### src/rtl/cache_fill_fsm.sv
// ----------------------------------------------------------------------------
// cache_fill_fsm
//
// Miss-handling engine sitting between a cache lookup stage and the shared,
// multi-cycle main memory. When the lookup reports a miss, the engine stalls
// the pipeline, streams one read request per cycle for every word of the
// aligned block, writes each returned word into the cache data array, and on
// the last return writes the tag/valid array and releases the stall.
//
// Ports
//   clk, rst_n          rising-edge clock, asynchronous active-low reset
//   miss_detected       lookup missed this cycle (sampled only while idle)
//   miss_address        byte address of the miss (sampled with miss_detected)
//   fsm_busy            stall request to the pipeline
//   mem_rd_en/mem_addr  pipelined read request to memory
//   mem_data_valid/
//   mem_data            read return, strictly in request order
//   data_wr_en/
//   data_wr_addr/
//   data_wr_word        write port to the cache data array
//   tag_wr_en/
//   tag_wr_addr         write strobe and block base for the tag/valid array
//   fill_done           one-cycle pulse on the cycle the block completes
// ----------------------------------------------------------------------------
module cache_fill_fsm #(
  parameter int ADDR_W      = 16,
  parameter int DATA_W      = 16,
  parameter int BLOCK_WORDS = 8
) (
  input  logic              clk,
  input  logic              rst_n,
  input  logic              miss_detected,
  input  logic [ADDR_W-1:0] miss_address,
  output logic              fsm_busy,
  output logic              mem_rd_en,
  output logic [ADDR_W-1:0] mem_addr,
  input  logic              mem_data_valid,
  input  logic [DATA_W-1:0] mem_data,
  output logic              data_wr_en,
  output logic [ADDR_W-1:0] data_wr_addr,
  output logic [DATA_W-1:0] data_wr_word,
  output logic              tag_wr_en,
  output logic [ADDR_W-1:0] tag_wr_addr,
  output logic              fill_done
);

  // Counters need one extra bit so "all words issued" (== BLOCK_WORDS) is
  // representable without wrapping back to zero.
  localparam int CNT_W = $clog2(BLOCK_WORDS) + 1;
  // Number of byte-offset bits inside one block (2 bytes per word).
  localparam int OFF_W = $clog2(2 * BLOCK_WORDS);

  localparam logic [CNT_W-1:0]  NUM_WORDS = CNT_W'(BLOCK_WORDS);
  localparam logic [CNT_W-1:0]  LAST_IDX  = CNT_W'(BLOCK_WORDS - 1);
  localparam logic [ADDR_W-1:0] OFF_MASK  = ADDR_W'((1 << OFF_W) - 1);

  typedef enum logic [1:0] {
    IDLE = 2'b00,
    FILL = 2'b01
  } state_t;

  state_t            state_q, state_d;
  logic [ADDR_W-1:0] base_q, base_d;
  logic [CNT_W-1:0]  issue_cnt_q, issue_cnt_d;
  logic [CNT_W-1:0]  recv_cnt_q, recv_cnt_d;

  // Block base: clear the byte-offset bits of the missing address.
  function automatic logic [ADDR_W-1:0] block_base(input logic [ADDR_W-1:0] addr);
    return addr & ~OFF_MASK;
  endfunction

  // Byte address of word idx within the block. Because base is aligned and
  // idx < BLOCK_WORDS, the sum never carries out of the block, so a block at
  // the top of the address space does not wrap.
  function automatic logic [ADDR_W-1:0] word_addr(input logic [ADDR_W-1:0] base,
                                                  input logic [CNT_W-1:0]  idx);
    return base + (ADDR_W'(idx) << 1);
  endfunction

  always_ff @(posedge clk or negedge rst_n) begin
    if (!rst_n) begin
      state_q     <= IDLE;
      base_q      <= '0;
      issue_cnt_q <= '0;
      recv_cnt_q  <= '0;
    end else begin
      state_q     <= state_d;
      base_q      <= base_d;
      issue_cnt_q <= issue_cnt_d;
      recv_cnt_q  <= recv_cnt_d;
    end
  end

  always_comb begin
    state_d      = state_q;
    base_d       = base_q;
    issue_cnt_d  = issue_cnt_q;
    recv_cnt_d   = recv_cnt_q;
    fsm_busy     = 1'b0;
    mem_rd_en    = 1'b0;
    mem_addr     = '0;
    data_wr_en   = 1'b0;
    data_wr_addr = '0;
    data_wr_word = '0;
    tag_wr_en    = 1'b0;
    tag_wr_addr  = '0;
    fill_done    = 1'b0;

    case (state_q)
      IDLE: begin
        // The stall must take effect in the miss cycle itself, so it is a
        // direct decode of the input. Gating with rst_n keeps it low while
        // reset is held, even if the lookup keeps reporting a miss.
        // Any mem_data_valid seen here is a stray return and is dropped.
        fsm_busy = miss_detected & rst_n;
        if (miss_detected) begin
          base_d      = block_base(miss_address);
          issue_cnt_d = '0;
          recv_cnt_d  = '0;
          state_d     = FILL;
        end
      end

      FILL: begin
        fsm_busy = 1'b1;

        // Issue side: one request per cycle until every word is requested.
        if (issue_cnt_q < NUM_WORDS) begin
          mem_rd_en   = 1'b1;
          mem_addr    = word_addr(base_q, issue_cnt_q);
          issue_cnt_d = issue_cnt_q + 1'b1;
        end

        // Receive side: independent of issue, paced only by mem_data_valid,
        // so any latency and any gaps between returns are tolerated.
        if (mem_data_valid) begin
          data_wr_en   = 1'b1;
          data_wr_addr = word_addr(base_q, recv_cnt_q);
          data_wr_word = mem_data;
          recv_cnt_d   = recv_cnt_q + 1'b1;
          // The final data write and the tag write share a cycle; the stall
          // is still asserted here and drops in the following IDLE cycle.
          if (recv_cnt_q == LAST_IDX) begin
            tag_wr_en   = 1'b1;
            tag_wr_addr = base_q;
            fill_done   = 1'b1;
            state_d     = IDLE;
          end
        end
      end

      default: begin
        state_d = IDLE;
      end
    endcase
  end

endmodule

### config.mk
export PLATFORM = sky130hd
export DESIGN_NAME = cache_fill_fsm
export DESIGN_NICKNAME = d
export VERILOG_FILES = /design/src/rtl/cache_fill_fsm.sv
export SDC_FILE = /design/constraint.sdc
export NUM_CORES = 1
export LEC_CHECK = 0
export BUFFER_PORTS_ARGS = -buffer_cell sky130_fd_sc_hd__buf_2
export CORE_UTILIZATION = 41
export CTS_CLUSTER_SIZE = 10
export DETAILED_ROUTE_END_ITERATION = 8
export PLACE_DENSITY = 0.8
export SYNTH_ARGS = -nofsm -noshare
export SYNTH_HDL_FRONTEND = slang
export SYNTH_SLANG_ARGS = --single-unit
export TNS_END_PERCENT = 20
### constraint.sdc
create_clock -name clk -period 2 [get_ports clk]
set_input_delay 0.1 -clock clk [delete_from_list [all_inputs] [get_ports clk]]
set_output_delay 0.1 -clock clk [all_outputs]
set_load 0.05 [all_outputs]
==> summary.txt, run 1 <==
Status: finished, final reports clean
Max clock buf depth: 2
CP Max Fanout: 6
Critical Path Source Type: register
FF-to-FF Start: state_q[0]
First-pass GRT wire length: 6390 um
Number of DRC markers in iteration 0: 70
CTS tree: built
Power Dens Cells: 1500 mW/mm^2
Pin count of the biggest net entering global routing: 24
Period utilization: 98.5%
Ys async rst share: 100%
Die area: 0.00396 mm^2
Vias post-DR: 1664
PnR worst setup slack: 30.7 ps
Vias per cell: 4.89
Post-detail-place hpwl: 3090 um
Buffers on Ports: 94
Final ANT Viol Nets: 0
Non-Filler Instances: 340
Root Buffer: clkbuf_8
CP Class: register to primary output
Synthesized instance count: 196
GP Congestion: 0.805
HP Class: primary input to register
Core area: 0.00344 mm^2
MaxCap Viol Count: 0
Top-area cell type share of the netlist area: 34.6%
Layout cells sized above 1: 42.2%
Most frequent cells after synthesis: nand2_1, and2_1, and3_1, dfrtp_1, clkbuf_1
Die width: 62.9 um
Hold path start: miss_address[5]
Num rows: 21
Post-synthesis sequential area ratio: 34.6%
Drt total wl: 3950 um
All-layer global routing usage: 20.3%
Hold slack final: 22.8 ps
Routed wire length per instance: 11.6 um
DRT Pass-1 Iters: 4
Ys flop type: dfrtp_1
Starting density of the core: 44.2%
Fmax: 508 MHz
# DRC: 0
Synth area leader: dfrtp_1
Deepest level of the CTS H-tree: 1
Worst-Skew Late Latency: 260 ps
Setup-failing EPs final: 0
# placed instances: 329
Antenna diodes: 0
Area grow syn2layout: 44.6%
Io pins: 105
Chip height: 62.9 um
Syn Area/Cell: 7.76 um^2
Clk sinks: 21
Clock-pin slew on the worst setup and hold paths: 80 ps
DP Area: 0.00203 mm^2
Synthesized cell area: 0.00152 mm^2
R2r setup slk: 550 ps
Vias in the first global route: 1431
YS warnings: 0
Seq cells post-synth: 21
Clock skew: 4.20 ps
EDFF count, synth: 0
Worst vdd ir: 0.000782 V
Hold Vio Cnt, Final: 0
Worst setup path start: recv_cnt_q[3]
GRT overflow: 0
Post-synthesis cell type count: 30
CTS buffer count: 3
Initial antenna violation count: 0
Most common cell in the netlist: nand2_1
Top cells by area, synth: dfrtp_1, and2_1, nand2_1
Layout Nets: 335
Slew Limit Fails: 0
DP Worst Slack: 64.6 ps
Worst path arrival time: 1870 ps
Leak: 0.00126 uW
Unrepaired setup endpoints after global routing: true
Worst-margin pin slew: 509 ps
Crit path capture type: primary output
Worst Path Required: 1900 ps
Fin area: 0.00220 mm^2
Rel. slew slack: 66.1%
Crit path time final: 1970 ps
-- metal layers --
metal	vias to the layer above	share of wire (%)	wire length (um)	track usage [%]
met4	0	1.3	52	7.85
met5	-	0	0	0
met3	5	8.3	330	4.01
met2	83	47	1860	36.0
met1	737	43	1710	23.8
li1	839	-	-	-
-- sequential cells by signal (all words and copies together) (netlist names) --
signal,flops
base_q,12
issue_cnt_q,4
recv_cnt_q,4
state_q,1
-- worst max-delay path, cell delays in order (launching register included) --
cell     delay (ps)
dfrtp_1         400
ha_4            170
ha_4            140
inv_2            60
or4_1           510
a21oi_2         150
buf_6           170
-- cells in the final DEF (no fill, tap or decap) --
cell	count
a21oi_2	4
ha_1	2
mux2_2	2
a22o_1	1
dlygate4sd3_1	1
buf_4	16
a21o_1	1
nor2_1	8
mux2i_1	3
nor2b_1	2
nand4_1	2
and3_1	21
inv_1	3
nand2b_1	2
a21oi_1	2
inv_2	1
nand3_1	7
xor2_1	3
nor4_1	1
dfrtp_1	21
and3b_2	1
o31ai_1	4
ha_4	2
buf_6	4
and2_1	27
a41oi_1	1
clkbuf_8	3
or4_1	3
nand3b_1	1
conb_1	6
or4_4	1
clkinv_2	1
o21ai_0	5
or3_1	2
xnor2_1	1
nand2_1	40
buf_2	89
-- cell type report --
| type | instances | area, um^2 |
|---|---|---|
| Clock buffer | 3 | 41.3 |
| Clock inverter | 1 | 5.00 |
| Fill cell | 307 | 1240 |
| Inverter | 4 | 15.0 |
| Multi-Input combinational cell | 155 | 933 |
| Sequential cell | 21 | 526 |
| Tap cell | 46 | 57.6 |
| Timing Repair Buffer | 110 | 621 |
-- metrics by stage --
step	TNS [ps]	util, %	total power (uW)
5_1_grt	-176	63.9	3540
3_5_place_dp	0	59.0	2930
2_1_floorplan	-1260	-	2420
6_report	0	63.9	3300
4_1_cts	0	62.6	3280
3_3_place_gp	0	59.0	2890
-- timing repair --
| item | in CTS | in global routing |
|---|---|---|
| hold buffers | 1 | 0 |
| gates resized for setup | 9 | 12 |
| endpoints found under the setup margin | 7 | 6 |
| hold endpoints to repair | 21 | 0 |
| setup buffers | 5 | 1 |
| pin swaps | 4 | 2 |
-- cells by family after synthesis --
logic type / after synthesis / share of synthesized area, %
AND/OR/NAND/NOR: 118 / 40.7
buffers and inverters: 25 / 8.23
flip-flops: 21 / 34.6
AO/OA/AOI/OAI: 18 / 7.24
multiplexers: 5 / 3.46
adder cells (fa/ha/maj): 4 / 3.29
XOR/XNOR: 4 / 2.30
other: 1 / 0.247
-- report_power, final --
part           total [uW]  switching [uW]  internal (uW)
Sequential            848             223            625
Combinational        2180            1510            663
Clock                 278             139            139
-- final timing paths --
check	endpoint	depth (start not counted)
worst max-delay path	data_wr_addr[14]	6
worst min-delay path	base_q[5]	3
worst max register to register	issue_cnt_q[0]	5
worst min register to register	recv_cnt_q[2]	1
max in group asynchronous	base_q[15]	3
min in group asynchronous	base_q[13]	3
Power figures use the tool's default switching activity.
==> run 2: changes to the inputs <==
--- a/config.mk
+++ b/config.mk
@@ -6,10 +6,11 @@
 export NUM_CORES = 1
 export LEC_CHECK = 0
 export BUFFER_PORTS_ARGS = -buffer_cell sky130_fd_sc_hd__buf_2
-export CORE_UTILIZATION = 41
+export CORE_UTILIZATION = 45
 export CTS_CLUSTER_SIZE = 10
 export DETAILED_ROUTE_END_ITERATION = 8
-export PLACE_DENSITY = 0.8
+export PLACE_DENSITY = 0.86
+export REMOVE_ABC_BUFFERS = 1
 export SYNTH_ARGS = -nofsm -noshare
 export SYNTH_HDL_FRONTEND = slang
 export SYNTH_SLANG_ARGS = --single-unit
==> constraint.sdc (replaced) <==
create_clock -name clk -period 2.4 [get_ports clk]
set_input_delay 0.12 -clock clk [delete_from_list [all_inputs] [get_ports clk]]
set_output_delay 0.12 -clock clk [all_outputs]
set_load 0.05 [all_outputs]
==> summary.txt, run 2 (same netlist as run 1, synthesis figures left out) <==
Flop pwr share: 28.8% (+3.1 points)
Worst setup path end: data_wr_addr[14]
Psw: 1530 uW (-19%)
Worst Path Required: 2280 ps (+380 ps)
RR Endpoint: issue_cnt_q[0]
GRT overflow: 0 (unchanged)
Root Buffer: clkbuf_4
Hold Vio Cnt, Final: 0 (unchanged)
Post-detail-place hpwl: 2920 um (-5.5%)
Overall power: 2570 uW (-22%)
Layout Nets: 328 (-2.1%)
All-layer global routing usage: 21.6% (+1.3 points)
HP Class: primary input to register
Rel. slew slack: 62.1% (-4.0 points)
Number of DRC markers in iteration 0: 63 (-10%)
Status: finished, final reports clean
Chip height: 60.1 um (-4.4%)
Drt total wl: 4070 um (+2.9%)
Multi-input logic area: 888 um^2 (-4.8%)
Clock-pin slew on the worst setup and hold paths: 120 ps (+40 ps)
Pin count of the biggest net entering global routing: 23 (-4.2%)
Fin util: 66.0% (+2.1 points)
Sw Share: 59.5% (+2.7 points)
Power Dens Cells: 1250 mW/mm^2 (-17%)
Worst r2r path cells: 4 (-1)
Crit path capture type: primary output
Clock skew: 3.44 ps (-0.757 ps)
Hold path start: miss_address[15]
Worst setup path start: base_q[4]
Vias post-DR: 1666 (+0.12%)
Vias in the first global route: 1358 (-5.1%)
Most frequent cells in the layout: buf_2, nand2_1, and2_1
GP Congestion: 0.769 (-4.5%)
Worst-margin pin slew: 569 ps (+60.0 ps)
Layout cells sized above 1: 36.2% (-5.9 points)
Buffers on Ports: 94 (unchanged)
DP Worst Slack: 397 ps (+332 ps)
Int Power: 1040 uW (-27%)
Area grow syn2layout: 35.7%
Comb power frac: 64.6% (-1.3 points)
Slew Limit Fails: 0 (unchanged)
FF-to-FF Start: state_q[0]
Antenna diodes: 0 (unchanged)
CTS tree: built
Die width: 60.1 um (-4.4%)
Fin area: 0.00206 mm^2 (-6.1%)
Core area: 0.00313 mm^2 (-9.1%)
Final ANT Viol Nets: 0 (unchanged)
Worst vdd ir: 0.000644 V (-18%)
Clock share of power: 6.6% (-1.8 points)
Initial antenna violation count: 0 (unchanged)
Most flops, register: base_q
MaxCap Viol Count: 0 (unchanged)
First-pass GRT wire length: 5780 um (-9.5%)
R2r setup slk: 750 ps (+200 ps)
# fillers: 289 (-5.9%)
Hold slack final: 8.22 ps (-14.6 ps)
Reg area: 526 um^2 (unchanged)
Critical Path Source Type: register
Worst path arrival time: 2170 ps (+300 ps)
CP Class: register to primary output
Max reg flops: 12 (unchanged)
Max clock buf depth: 2 (unchanged)
Worst-Skew Late Latency: 300 ps (+40 ps)
Routed wire length per instance: 12.3 um (+5.7%)
Clk sinks: 21 (unchanged)
DRT Pass-1 Iters: 4 (unchanged)
Regs by FF count: base_q: 12 flops, issue_cnt_q: 4 flops, recv_cnt_q: 4 flops
Deepest level of the CTS H-tree: 1 (unchanged)
Leak: 0.00121 uW (-3.9%)
CTS buffer count: 3 (unchanged)
Num rows: 20 (-4.8%)
Fmax: 437 MHz
CP Max Fanout: 6 (unchanged)
Setup-failing EPs final: 0 (unchanged)
Most common cell after layout, fill and taps aside: buf_2
PnR worst setup slack: 112 ps (+81.5 ps)
Io pins: 105 (unchanged)
Starting density of the core: 48.6% (+4.4 points)
DP Area: 0.00198 mm^2 (-2.7%)
Vias per cell: 5.03 (+2.8%)
Die area: 0.00361 mm^2 (-8.6%)
# DRC: 0 (unchanged)
Crit path time final: 2290 ps
Period utilization: 95.3%
==> run 2: changes by cell type in the layout (fill, tap and decap cells not counted), moves of 2 or more <==
cell / change
clkbuf_4: +3
buf_2: +3
ha_4: -2
buf_6: -4
clkbuf_8: -3
a21oi_2: -4
buf_4: -9
ha_1: +2
dlygate4sd3_1: +3
a21oi_1: +4
==> run 2: per-stage QoR <==
stage / TNS (ps) / std cells
6_report: 0 / 331
5_1_grt: -1.44 / 331
4_1_cts: 0 / 329
3_5_place_dp: 0 / 321
3_3_place_gp: 0 / 321
2_1_floorplan: -6220 / 180
==> run 2: layout make-up <==
type / count / area share, %
Multi-Input combinational cell: 155 / 43.1
Timing Repair Buffer: 103 / 26.8
Sequential cell: 21 / 25.5
Tap cell: 44 / 2.67
Clock buffer: 4 / 1.27
Inverter: 4 / 0.728
==> run 2: metal layers <==
layer	global-route usage, %	up-vias	share of wire, %
li1	-	823	-
met2	38.8	58	53
met4	11.0	0	1.5
met5	0	-	0
met3	2.16	4	3.2
met1	25.1	781	43
==> run 2: worst min path at each step <==
stage	endpoint	cells after the start
3_5_place_dp	base_q[8]	1
5_1_grt	base_q[5]	3
3_3_place_gp	base_q[8]	1
6_report	base_q[15]	3
4_1_cts	base_q[6]	3
2_1_floorplan	base_q[10]	0
==> run 2: power groups by stage <==
stage | logic [uW] | registers (uW) | clock network (uW)
floorplan | 1290 | 686 | 0
global placement | 1610 | 729 | 0
detailed placement | 1640 | 741 | 0
CTS | 1660 | 737 | 173
global route | 1780 | 772 | 184
finish | 1660 | 741 | 169
==> run 2: worst max-delay path, cell delays in order, from the launching register on <==
cell     delay, ps
dfrtp_1        420
ha_1           220
ha_1           220
inv_1          120
or4_1          510
a21oi_1        160
buf_4          220
==> run 2: what timing repair did <==
| action | 4_1_cts | 5_1_grt |
|---|---|---|
| hold endpoints to repair | 24 | 0 |
| setup endpoints to repair | 0 | 4 |
| resized for setup | 0 | 4 |
| hold buffers | 4 | 0 |
| buffers inserted | 0 | 2 |
==> run 3: changes to the inputs <==
--- a/config.mk
+++ b/config.mk
@@ -9,6 +9,7 @@
 export CORE_UTILIZATION = 45
 export CTS_CLUSTER_SIZE = 10
 export DETAILED_ROUTE_END_ITERATION = 8
+export MAX_ROUTING_LAYER = met4
 export PLACE_DENSITY = 0.86
 export REMOVE_ABC_BUFFERS = 1
 export SYNTH_ARGS = -nofsm -noshare
==> summary.txt, run 3 (same netlist as run 1, synthesis figures left out) <==
Buffers on Ports: 94 (unchanged)
Worst path most repeated cell: ha_1
Crit path time final: 2290 ps (-2.81 ps)
Worst-Skew Late Latency: 300 ps (about the same)
Starting density of the core: 48.6% (unchanged)
CP peak stage delay: 510 ps (about the same)
Clk sinks: 21 (unchanged)
Sw Share: 59.5% (about the same)
Crit path capture type: primary output
Most frequent cells in the layout: buf_2, nand2_1, and2_1
Layout Nets: 328 (unchanged)
Period utilization: 95.2% (-0.12 points)
Psw: 1530 uW (about the same)
HP Class: primary input to register
Area grow syn2layout: 35.7% (unchanged)
Regs by FF count: base_q: 12 flops, issue_cnt_q: 4 flops, recv_cnt_q: 4 flops
Chip height: 60.1 um (unchanged)
Core area: 0.00313 mm^2 (unchanged)
Deepest level of the CTS H-tree: 1 (unchanged)
Vias in the first global route: 1358 (unchanged)
Most common cell after layout, fill and taps aside: buf_2
R2r setup slk: 750 ps (about the same)
MaxCap Viol Count: 0 (unchanged)
Worst Path Required: 2280 ps (about the same)
Die width: 60.1 um (unchanged)
Met2 Track Usage GR: 38.8% (unchanged)
M1 GR Usage: 25.1% (unchanged)
Power Dens Cells: 1250 mW/mm^2 (about the same)
CTS tree: built
Layout cells sized above 1: 36.2% (unchanged)
Clock share of power: 6.6% (about the same)
Fmax: 438 MHz (+0.12%)
Comb power frac: 64.6% (about the same)
Pin count of the biggest net entering global routing: 23 (unchanged)
Num rows: 20 (unchanged)
Setup-failing EPs final: 0 (unchanged)
DRT Pass-1 Iters: 4 (unchanged)
Initial antenna violation count: 0 (unchanged)
Final ANT Viol Nets: 0 (unchanged)
Most flops, register: base_q
Worst vdd ir: 0.000644 V (about the same)
GRT overflow: 0 (unchanged)
# fillers: 289 (unchanged)
Fin util: 66.0% (unchanged)
Clock skew: 5.86 ps (+2.42 ps)
Post-detail-place hpwl: 2920 um (unchanged)
Slowest cell on the critical path: or4_1
Max clock buf depth: 2 (unchanged)
Vias post-DR: 1675 (+0.54%)
Buf/Inv on CP: 2 (unchanged)
CP Cell Sequence: ha_1 -> ha_1 -> inv_1 -> or4_1 -> a21oi_1 -> buf_4
CTS buffer count: 3 (unchanged)
Hold Vio Cnt, Final: 0 (unchanged)
Worst path arrival time: 2170 ps (about the same)
All-layer global routing usage: 22.2% (+0.64 points)
Routed wire length per instance: 12.3 um (+0.12%)
Number of DRC markers in iteration 0: 63 (unchanged)
DP Area: 0.00198 mm^2 (unchanged)
GR Util met3: 2.16% (unchanged)
Fin area: 0.00206 mm^2 (unchanged)
Status: finished, final reports clean
Drt total wl: 4070 um (+0.12%)
Antenna diodes: 0 (unchanged)
Die area: 0.00361 mm^2 (unchanged)
# DRC: 0 (unchanged)
Critical Path Source Type: register
CP Class: register to primary output
Rel. slew slack: 61.4% (-0.71 points)
Max reg flops: 12 (unchanged)
Flop pwr share: 28.9% (about the same)
Most Crowded Layer GR: met2
CP Max Fanout: 6 (unchanged)
Io pins: 105 (unchanged)
Vias per cell: 5.06 (+0.54%)
GP Congestion: 0.779 (+1.3%)
Slew Limit Fails: 0 (unchanged)
Kind of cell adding the most delay to the critical path: simple AND/OR/NAND/NOR gates
Clock-pin slew on the worst setup and hold paths: 120 ps (about the same)
Worst-margin pin slew: 579 ps (+10.7 ps)
First-pass GRT wire length: 5790 um (+0.12%)
Leak: 0.00121 uW (unchanged)
Int Power: 1040 uW (about the same)
Root Buffer: clkbuf_4
==> run 3: cell counts in the layout (fill, tap and decap cells not counted) <==
No cell type changed its count.
==> run 3: worst paths after layout <==
path,start,endpoint,depth (start not counted)
max in group asynchronous,rst_n,issue_cnt_q[3],2
min,miss_address[15],base_q[15],3
max reg2reg,state_q[0],issue_cnt_q[0],4
min reg2reg,recv_cnt_q[2],recv_cnt_q[2],1
max,base_q[4],data_wr_addr[14],6
min in group asynchronous,rst_n,issue_cnt_q[2],2
==> run 3: stage by stage <==
step | TNS (ps) | total power, uW | setup slack [ps] | hold WS (ps) | cells
detailed placement | 0 | 2390 | 397 | 105 | 321
floorplan | -6220 | 1970 | -450 | -176 | 180
global route | -1.43 | 2730 | -1.43 | 16.6 | 331
global placement | 0 | 2340 | 447 | 106 | 321
CTS | 0 | 2570 | 38.3 | 0.887 | 329
finish | 0 | 2570 | 115 | 8.35 | 331
==> run 3: tightest hold or removal path, stage by stage <==
cell,delay (ps)
buf_2,80
nand2_1,40
nand2_1,50
==> run 3: power groups by stage <==
stage	sequential (uW)	combinational (uW)	clock [uW]
finish	742	1660	168
global route	772	1780	184
CTS	737	1660	173
detailed placement	741	1640	0
global placement	729	1610	0
floorplan	686	1290	0
==> run 3: layout make-up <==
cell class	count	area (um^2)	area share (%)
multi-input cells	155	888	43.1
flip-flops and latches	21	526	25.5
inverters	4	15.0	0.728
repair buffers	103	553	26.8
clock buffers	4	26.3	1.27
well taps	44	55.1	2.67
==> run 3: routing by layer <==
layer,share of wire (%),vias to the layer above
li1,-,823
met1,42,783
met2,53,65
met3,3.5,4
met4,1.4,0
met5,0,-
==> run 3: what timing repair did <==
action | 4_1_cts | 5_1_grt
hold buffers | 4 | 0
setup endpoints to repair | 0 | 4
setup buffers | 0 | 2
resized for setup | 0 | 4
endpoints found under the hold margin | 24 | 0
